==> src/rtl/square_seq_cal.sv <==
// Sequential shift-add squarer: one operand per valid/ready handshake, fixed WIDTH+1 cycle latency.
// Optional saturating sum of delivered squares is built when SQUARE_SUM_EN is defined.
module square_seq_cal #(
  parameter int WIDTH     = 6,
  parameter int SUM_WIDTH = 20
) (
  input  logic                 clk,
  input  logic                 reset,
  input  logic                 in_valid,
  output logic                 in_ready,
  input  logic [WIDTH-1:0]     value,
  output logic                 out_valid,
  input  logic                 out_ready,
  output logic [2*WIDTH-1:0]   square,
  output logic                 busy
`ifdef SQUARE_SUM_EN
  ,
  input  logic                 clr_sum,
  output logic [SUM_WIDTH-1:0] sum_sq
`endif
);

  localparam int CW = $clog2(WIDTH + 1);

  typedef enum logic [1:0] {IDLE, CALC, DONE} state_t;

  state_t               state;
  logic [2*WIDTH-1:0]   acc;
  logic [2*WIDTH-1:0]   mcand;
  logic [WIDTH-1:0]     mplier;
  logic [CW-1:0]        count;

  if (WIDTH < 1 || SUM_WIDTH < 1) begin : g_param_check
    $error("square_seq_cal: WIDTH and SUM_WIDTH must be positive");
  end

  // CALC spends WIDTH cycles iterating plus one cycle to publish, so latency is the same for every operand.
  always_ff @(posedge clk or posedge reset) begin
    if (reset) begin
      state     <= IDLE;
      in_ready  <= 1'b1;
      out_valid <= 1'b0;
      busy      <= 1'b0;
      square    <= '0;
      acc       <= '0;
      mcand     <= '0;
      mplier    <= '0;
      count     <= '0;
    end else begin
      case (state)
        IDLE: begin
          if (in_valid && in_ready) begin
            mcand    <= {{WIDTH{1'b0}}, value};
            mplier   <= value;
            acc      <= '0;
            count    <= '0;
            in_ready <= 1'b0;
            busy     <= 1'b1;
            state    <= CALC;
          end
        end
        CALC: begin
          if (count == CW'(WIDTH)) begin
            square    <= acc;
            out_valid <= 1'b1;
            state     <= DONE;
          end else begin
            if (mplier[0]) acc <= acc + mcand;
            mcand  <= mcand << 1;
            mplier <= mplier >> 1;
            count  <= count + CW'(1);
          end
        end
        DONE: begin
          if (out_valid && out_ready) begin
            out_valid <= 1'b0;
            busy      <= 1'b0;
            in_ready  <= 1'b1;
            state     <= IDLE;
          end
        end
        default: state <= IDLE;
      endcase
    end
  end

`ifdef SQUARE_SUM_EN
  localparam int SW = ((SUM_WIDTH > 2*WIDTH) ? SUM_WIDTH : 2*WIDTH) + 1;
  localparam logic [SW-1:0] SUM_MAX = (SW'(1) << SUM_WIDTH) - SW'(1);

  logic [SW-1:0] sum_total;

  // A clear coinciding with a handshake restarts the sum from the square being delivered.
  always_comb begin
    sum_total = (clr_sum ? {SW{1'b0}} : SW'(sum_sq)) + SW'(square);
  end

  always_ff @(posedge clk or posedge reset) begin
    if (reset) begin
      sum_sq <= '0;
    end else if (state == DONE && out_valid && out_ready) begin
      sum_sq <= (sum_total > SUM_MAX) ? {SUM_WIDTH{1'b1}} : sum_total[SUM_WIDTH-1:0];
    end else if (clr_sum) begin
      sum_sq <= '0;
    end
  end
`endif

endmodule

==> config.mk <==
export PLATFORM = sky130hd
export DESIGN_NAME = square_seq_cal
export DESIGN_NICKNAME = d
export VERILOG_FILES = /design/src/rtl/square_seq_cal.sv
export SDC_FILE = /design/constraint.sdc
export NUM_CORES = 1
export LEC_CHECK = 0
export CAP_MARGIN = 20
export CORE_MARGIN = 2
export CORE_UTILIZATION = 61
export CTS_CLUSTER_DIAMETER = 60
export DETAILED_ROUTE_END_ITERATION = 6
export PLACE_DENSITY_LB_ADDON = 0.08
export SETUP_SLACK_MARGIN = 0.5
export SLEW_MARGIN = 20
export SYNTH_ARGS = -nofsm -noshare
export SYNTH_HDL_FRONTEND = slang
export SYNTH_SLANG_ARGS = --single-unit
==> constraint.sdc <==
create_clock -name clk -period 5.27 [get_ports clk]
set_input_delay 0.7905 -clock clk [delete_from_list [all_inputs] [get_ports clk]]
set_output_delay 0.7905 -clock clk [all_outputs]
set_load 0.05 [all_outputs]
* Yosys cells after proc, flatten, opt, wreduce, memory -nomap -nowiden *
Index checks and enable logic that the tools add are counted.

storage, ports and cells
  register bits = 50
  bits of input ports = 10
  output and inout port bits = 15

cells by class
  add/subtract/negate cells = 2
  equal/unequal tests = 8
  muxes and demuxes = 25
  reduce and logical (&&, ||, !) cells = 12

operators with widths
  cell                                                              number
  12-bit 2-to-1 mux                                                 5
  12-bit one-hot mux with 2 select lines                            2
  12-bit adder                                                      1
  6-bit 2-to-1 mux                                                  2
  6-bit one-hot mux with 2 select lines                             1
  3-bit AND reduction                                               4
  2-bit inequality test (second input constant)                     5
  2-bit 2-to-1 mux                                                  3
  3-bit 2-to-1 mux                                                  2
  1-bit one-hot mux with 2 select lines                             3
  2-bit one-hot mux with 3 select lines                             1
  3-bit one-hot mux with 2 select lines                             1
  2-bit nonzero test                                                3
  1-bit 2-to-1 mux                                                  5
  4-bit AND reduction                                               1
  3-bit by 1-bit adder with 3-bit output (second input constant)    1
  3-bit == test (second input constant)                             1
  2-bit by 1-bit == test with 1-bit output (second input constant)  1
  2-bit == test (second input constant)                             1
  1-bit logical AND                                                 2
  2-bit zero test                                                   1
  2-bit AND reduction                                               1

* Logic depth before layout (Yosys ltp) *
  word-level depth = 4
  depth in mapped cells = 8
  gate-level depth less buffers = 8

* Least setup slack after synthesis *
Ideal clock, no wire load.

  kind = register to register
  start point = register acc[0]
  end point = register acc[8]
  library setup time = 0.128 ns
  data arrival time = 1.936 ns
  required time = 5.142 ns
  setup slack = 3.206 ns
  stages on the path, launching flop included = 9
  buffers on the path = 0
  clock period less this slack = 2.064 ns
  cells stage by stage = dfrtp_1 > ha_1 > fa_1 > a21oi_1 > o21ai_1 > a211o_1 > a31oi_1 > xor2_1 > o21ai_0

between the ends
  longest elaborated chain between the ends = 4

RTL lines
  item                                    line  source
  start: declaration                      28    logic [2*WIDTH-1:0] acc;
  start signal: assignment                68    if (mplier[0]) acc <= acc + mcand;
  12-bit adder                            68
  12-bit 2-to-1 mux                       68
  12-bit 2-to-1 mux                       63    if (count == CW'(WIDTH)) begin
  12-bit one-hot mux with 2 select lines  50    case (state)

No other way between the ends. The select of a mux whose other input is x is not followed.
A chain may end at the register's enable or synchronous reset.

* Worst setup path in the final report *
  start point = register in_ready
  end point = output in_ready

RTL lines
  item                      line  source
  start: declaration        10    output logic in_ready,
  start signal: assignment  41    in_ready <= 1'b1;
  start signal: assignment  57    in_ready <= 1'b0;
  start signal: assignment  78    in_ready <= 1'b1;

No word-level cell between the ends.

==> impl_metrics.py <==
metrics = {
    "yosys": {
        "synth_top_area_share_pct": 49.40,
        "primary_flip_flop_cell_chosen_by_synthesis_mapping": "sky130_fd_sc_hd__dfrtp_1",
        "synth-edff-count": 0,
        "synth_top_area_cell": "sky130_fd_sc_hd__dfrtp_1",
        "post_synth_most_frequent_cells": "sky130_fd_sc_hd__dfrtp_1 (49), sky130_fd_sc_hd__nand2_1 (28), sky130_fd_sc_hd__a21oi_1 (14)",
        "most_frequently_used_cell_type_in_the_post_synthesis_netlist": "sky130_fd_sc_hd__dfrtp_1",
        "postSynthRegisterBits": 50,
        "most_area_consuming_cells_after_synthesis": "sky130_fd_sc_hd__dfrtp_1 (49%), sky130_fd_sc_hd__ha_1 (6.6%), sky130_fd_sc_hd__nand2_1 (4.2%)",
        "synth.lib_cells_used.distinct": 46,
        "synth-async-reset-ratio_pct": 100.0,
        "synth.yosys.warnings": 0,
        "synthesis.nets": 249,
        "share_of_synthesized_area_occupied_by_flip_flops_and_latches_pct": 50.45,
        "avgSynthCellArea_sq_um": 11.03,
        "mappedNetlistArea_sq_um": 2482,
        "synthesis.instances": 225,
    },
    "clock_network": {
        "max-clock-path-buffers": 2,
        "post_cts_hold_buffer_count": 0,
        "gates_resized_cts_repair": 0,
        "post-cts-setup-buffers": 0,
        "cts_tree": "done",
        "cts.htree.levels": 2,
        "cts_num_sinks": 50,
        "clk_pin_slew_ps": 90,
        "cts-root-buf": "sky130_fd_sc_hd__clkbuf_8",
        "worstSkewPairLatency_ps": 310,
        "numCtsBuffers": 5,
    },
    "power": {
        "vdd_ir_drop_max_mv": 0.3548,
        "netSwitchingFraction_pct": 43.72,
        "power_frac_seq_pct": 37.2,
        "switching_power_uw": 777.5,
        "p_int_mw": 1.001,
        "report.power.total_mw": 1.779,
        "power_density_nw_per_um2": 623.5,
        "p_comb_share_pct": 49.8,
        "p_leak_nw": 1.375,
        "clock_power_share_pct": 13.0,
    },
    "final_layout": {
        "finish.utilization_pct": 71.83,
        "multi_input_area_sq_um": 1171,
        "insertedDiodeCount": 0,
        "areaGrowthSynthToFinish_pct": 14.92,
        "n_fill_cell": 314,
        "final_net_count": 274,
        "seq_area_sq_um": 1252,
        "final_layout_size_suffix_gt1_share_pct": 9.960,
    },
    "detailed_routing": {
        "detailroute.via_count": 1722,
        "firstDrtPassIters": 4,
        "routed_wirelength_mm": 4.634,
        "ant_nets": 0,
        "routed_via_density": 5.721,
        "avgRoutedWirePerCell_microns": 15.40,
        "initialDrtViolationCount": 119,
        "remaining_drcs": 0,
    },
    "min_path": {
        "hold_start": "square[6]",
        "worst_hold_path_type": "flop to flop",
    },
    "critical_path": {
        "cp-end-kind": "output pin",
        "worst_path_max_delay_cell": "sky130_fd_sc_hd__clkdlybuf4s50_1",
        "critical_path.max_fanout": 4,
        "maximum_cell_stage_delay_along_the_critical_path_ps": 800,
        "crit_required_ps": 4480,
        "criticalPathCategory": "flop to output pin",
        "cpLargestDelayFamily": "buffers and inverters",
        "worstSetupStartpointType": "flop",
        "timing.critical_path.arrival_ps": 1670,
        "critical_path.startpoint": "in_ready",
        "critical_path.cell_chain": "clkdlybuf4s50_1",
        "cp_num_buf_inv": 1,
        "regToRegSetupSlack_ps": 2930,
        "r2r-start": "acc[0]",
    },
    "die": {
        "core_ar_sq_um": 3971,
        "die_height_microns": 67.79,
        "dieWidth_microns": 67.79,
        "design.portCount": 25,
        "design.die.area_sq_um": 4595,
        "num_rows": 23,
        "floorplan.initialDensity_pct": 62.51,
    },
    "outcome": {
        "status": "finished, final reports clean",
    },
    "placed_design": {
        "dp.final_hpwl_mm": 3.208,
        "io_buffers": 24,
        "gpl.final_weighted_congestion": 0.7767,
    },
    "global_routing": {
        "via_count_of_the_first_global_routing_pass": 1647,
        "initial_antenna_violation_count": 0,
        "track_usage_pct": 23.32,
        "grt.overflow.total": 0,
        "grt_max_degree": 51,
        "grt_pass1_wl_mm": 7.831,
    },
    "timing": {
        "skew_ps": 8.811,
        "timing.slew.headroom_pct": 32.43,
        "worst_pin_slew_ps": 1014,
        "rsz_0062_raised_after_global_routing": "false",
        "finalCritPeriodShare_pct": 46.68,
        "finalSetupViolCount": 0,
        "max_clock_freq_ghz": 0.4065,
        "number_of_pins_exceeding_their_max_slew_limit_in_the_final_report": 0,
        "hold_viol": 0,
        "tns_ps": 0,
        "final.min_clock_period_ps": 2460,
    },
    "run": {
        "timing.max_cap.violations": 0,
    },
}
==> power by group through the flow <==
stage | Sequential, mW | Combinational, mW | Clock (mW)
2_1_floorplan | 0.784 | 0.544 | 0
3_3_place_gp | 0.660 | 0.863 | 0
3_5_place_dp | 0.669 | 0.879 | 0
4_1_cts | 0.661 | 0.886 | 0.235
5_1_grt | 0.683 | 0.981 | 0.252
6_report | 0.661 | 0.886 | 0.232
==> state kept, by name, summed over array words and instances, names as in the netlist <==
signal,cells
mcand,12
in_ready,1
square,12
out_valid,1
acc,12
state,2
mplier,6
busy,1
count,3
==> cell usage in the layout, fill, tap and decap left out, drive strengths merged, types with 2 or more instances in the layout <==
cell and n:
dfrtp 49, o21ai 21, nand3 5, a22o 7
nand2 29, o31ai 3, o211ai 2, xor2 5
a32o 2, a21o 4, mux2 12, inv 6
clkdlybuf4s50 24, clkbuf 7, a211oi 2, a21oi 15
or2 2, clkinv 2, and2 4, nor2 8
a221o 2, nand2b 3, and3 4, ha 13
o21bai 2, xnor2 4
==> stage by stage <==
stage	hold WS [ps]	setup WS, ps	area, sq um	instances
global placement	472.9	2658	2760	293
global route	517.1	2737	2853	301
CTS	499.8	2805	2851	301
floorplan	447.4	3206	2482	225
detailed placement	480.0	2612	2760	293
finish	492.1	2810	2853	301
==> logic make-up (layout without fill, tap and decap cells) <==
kind of cell,count (synthesis),count (layout),synth area share (%)
compound gates,67,67,18.90
mux,12,12,5.444
buf+inv,14,40,2.369
xor+xnor,9,9,3.175
simple gates,59,59,12.30
fa+ha+maj,14,14,7.359
flops,50,50,50.45
==> metal layers <==
| layer | up-vias | track usage [%] | part of all wire (%) |
|---|---|---|---|
| met5 | - | 0 | 0 |
| met4 | 0 | 8.500 | 1.8 |
| met3 | 7 | 5.000 | 3.5 |
| met2 | 38 | 34.80 | 45 |
| met1 | 822 | 33.59 | 50 |
| li1 | 855 | - | - |
==> worst paths after layout <==
check                       endpoint  depth (start not counted)
min in group asynchronous   state[1]                          2
min                        square[6]                          1
max reg2reg                  acc[10]                          8
min reg2reg                square[6]                          1
max in group asynchronous   mcand[9]                          2
max                         in_ready                          1
==> final cells by class <==
cell class / instances / share of cell area (%)
Sequential cell: 50 / 43.90
Multi-Input combinational cell: 161 / 41.05
Timing Repair Buffer: 25 / 8.684
Clock inverter: 1 / 0.1754
Clock buffer: 7 / 3.026
Tap cell: 50 / 2.193
Inverter: 7 / 0.9649
Power figures use the tool's default switching activity.
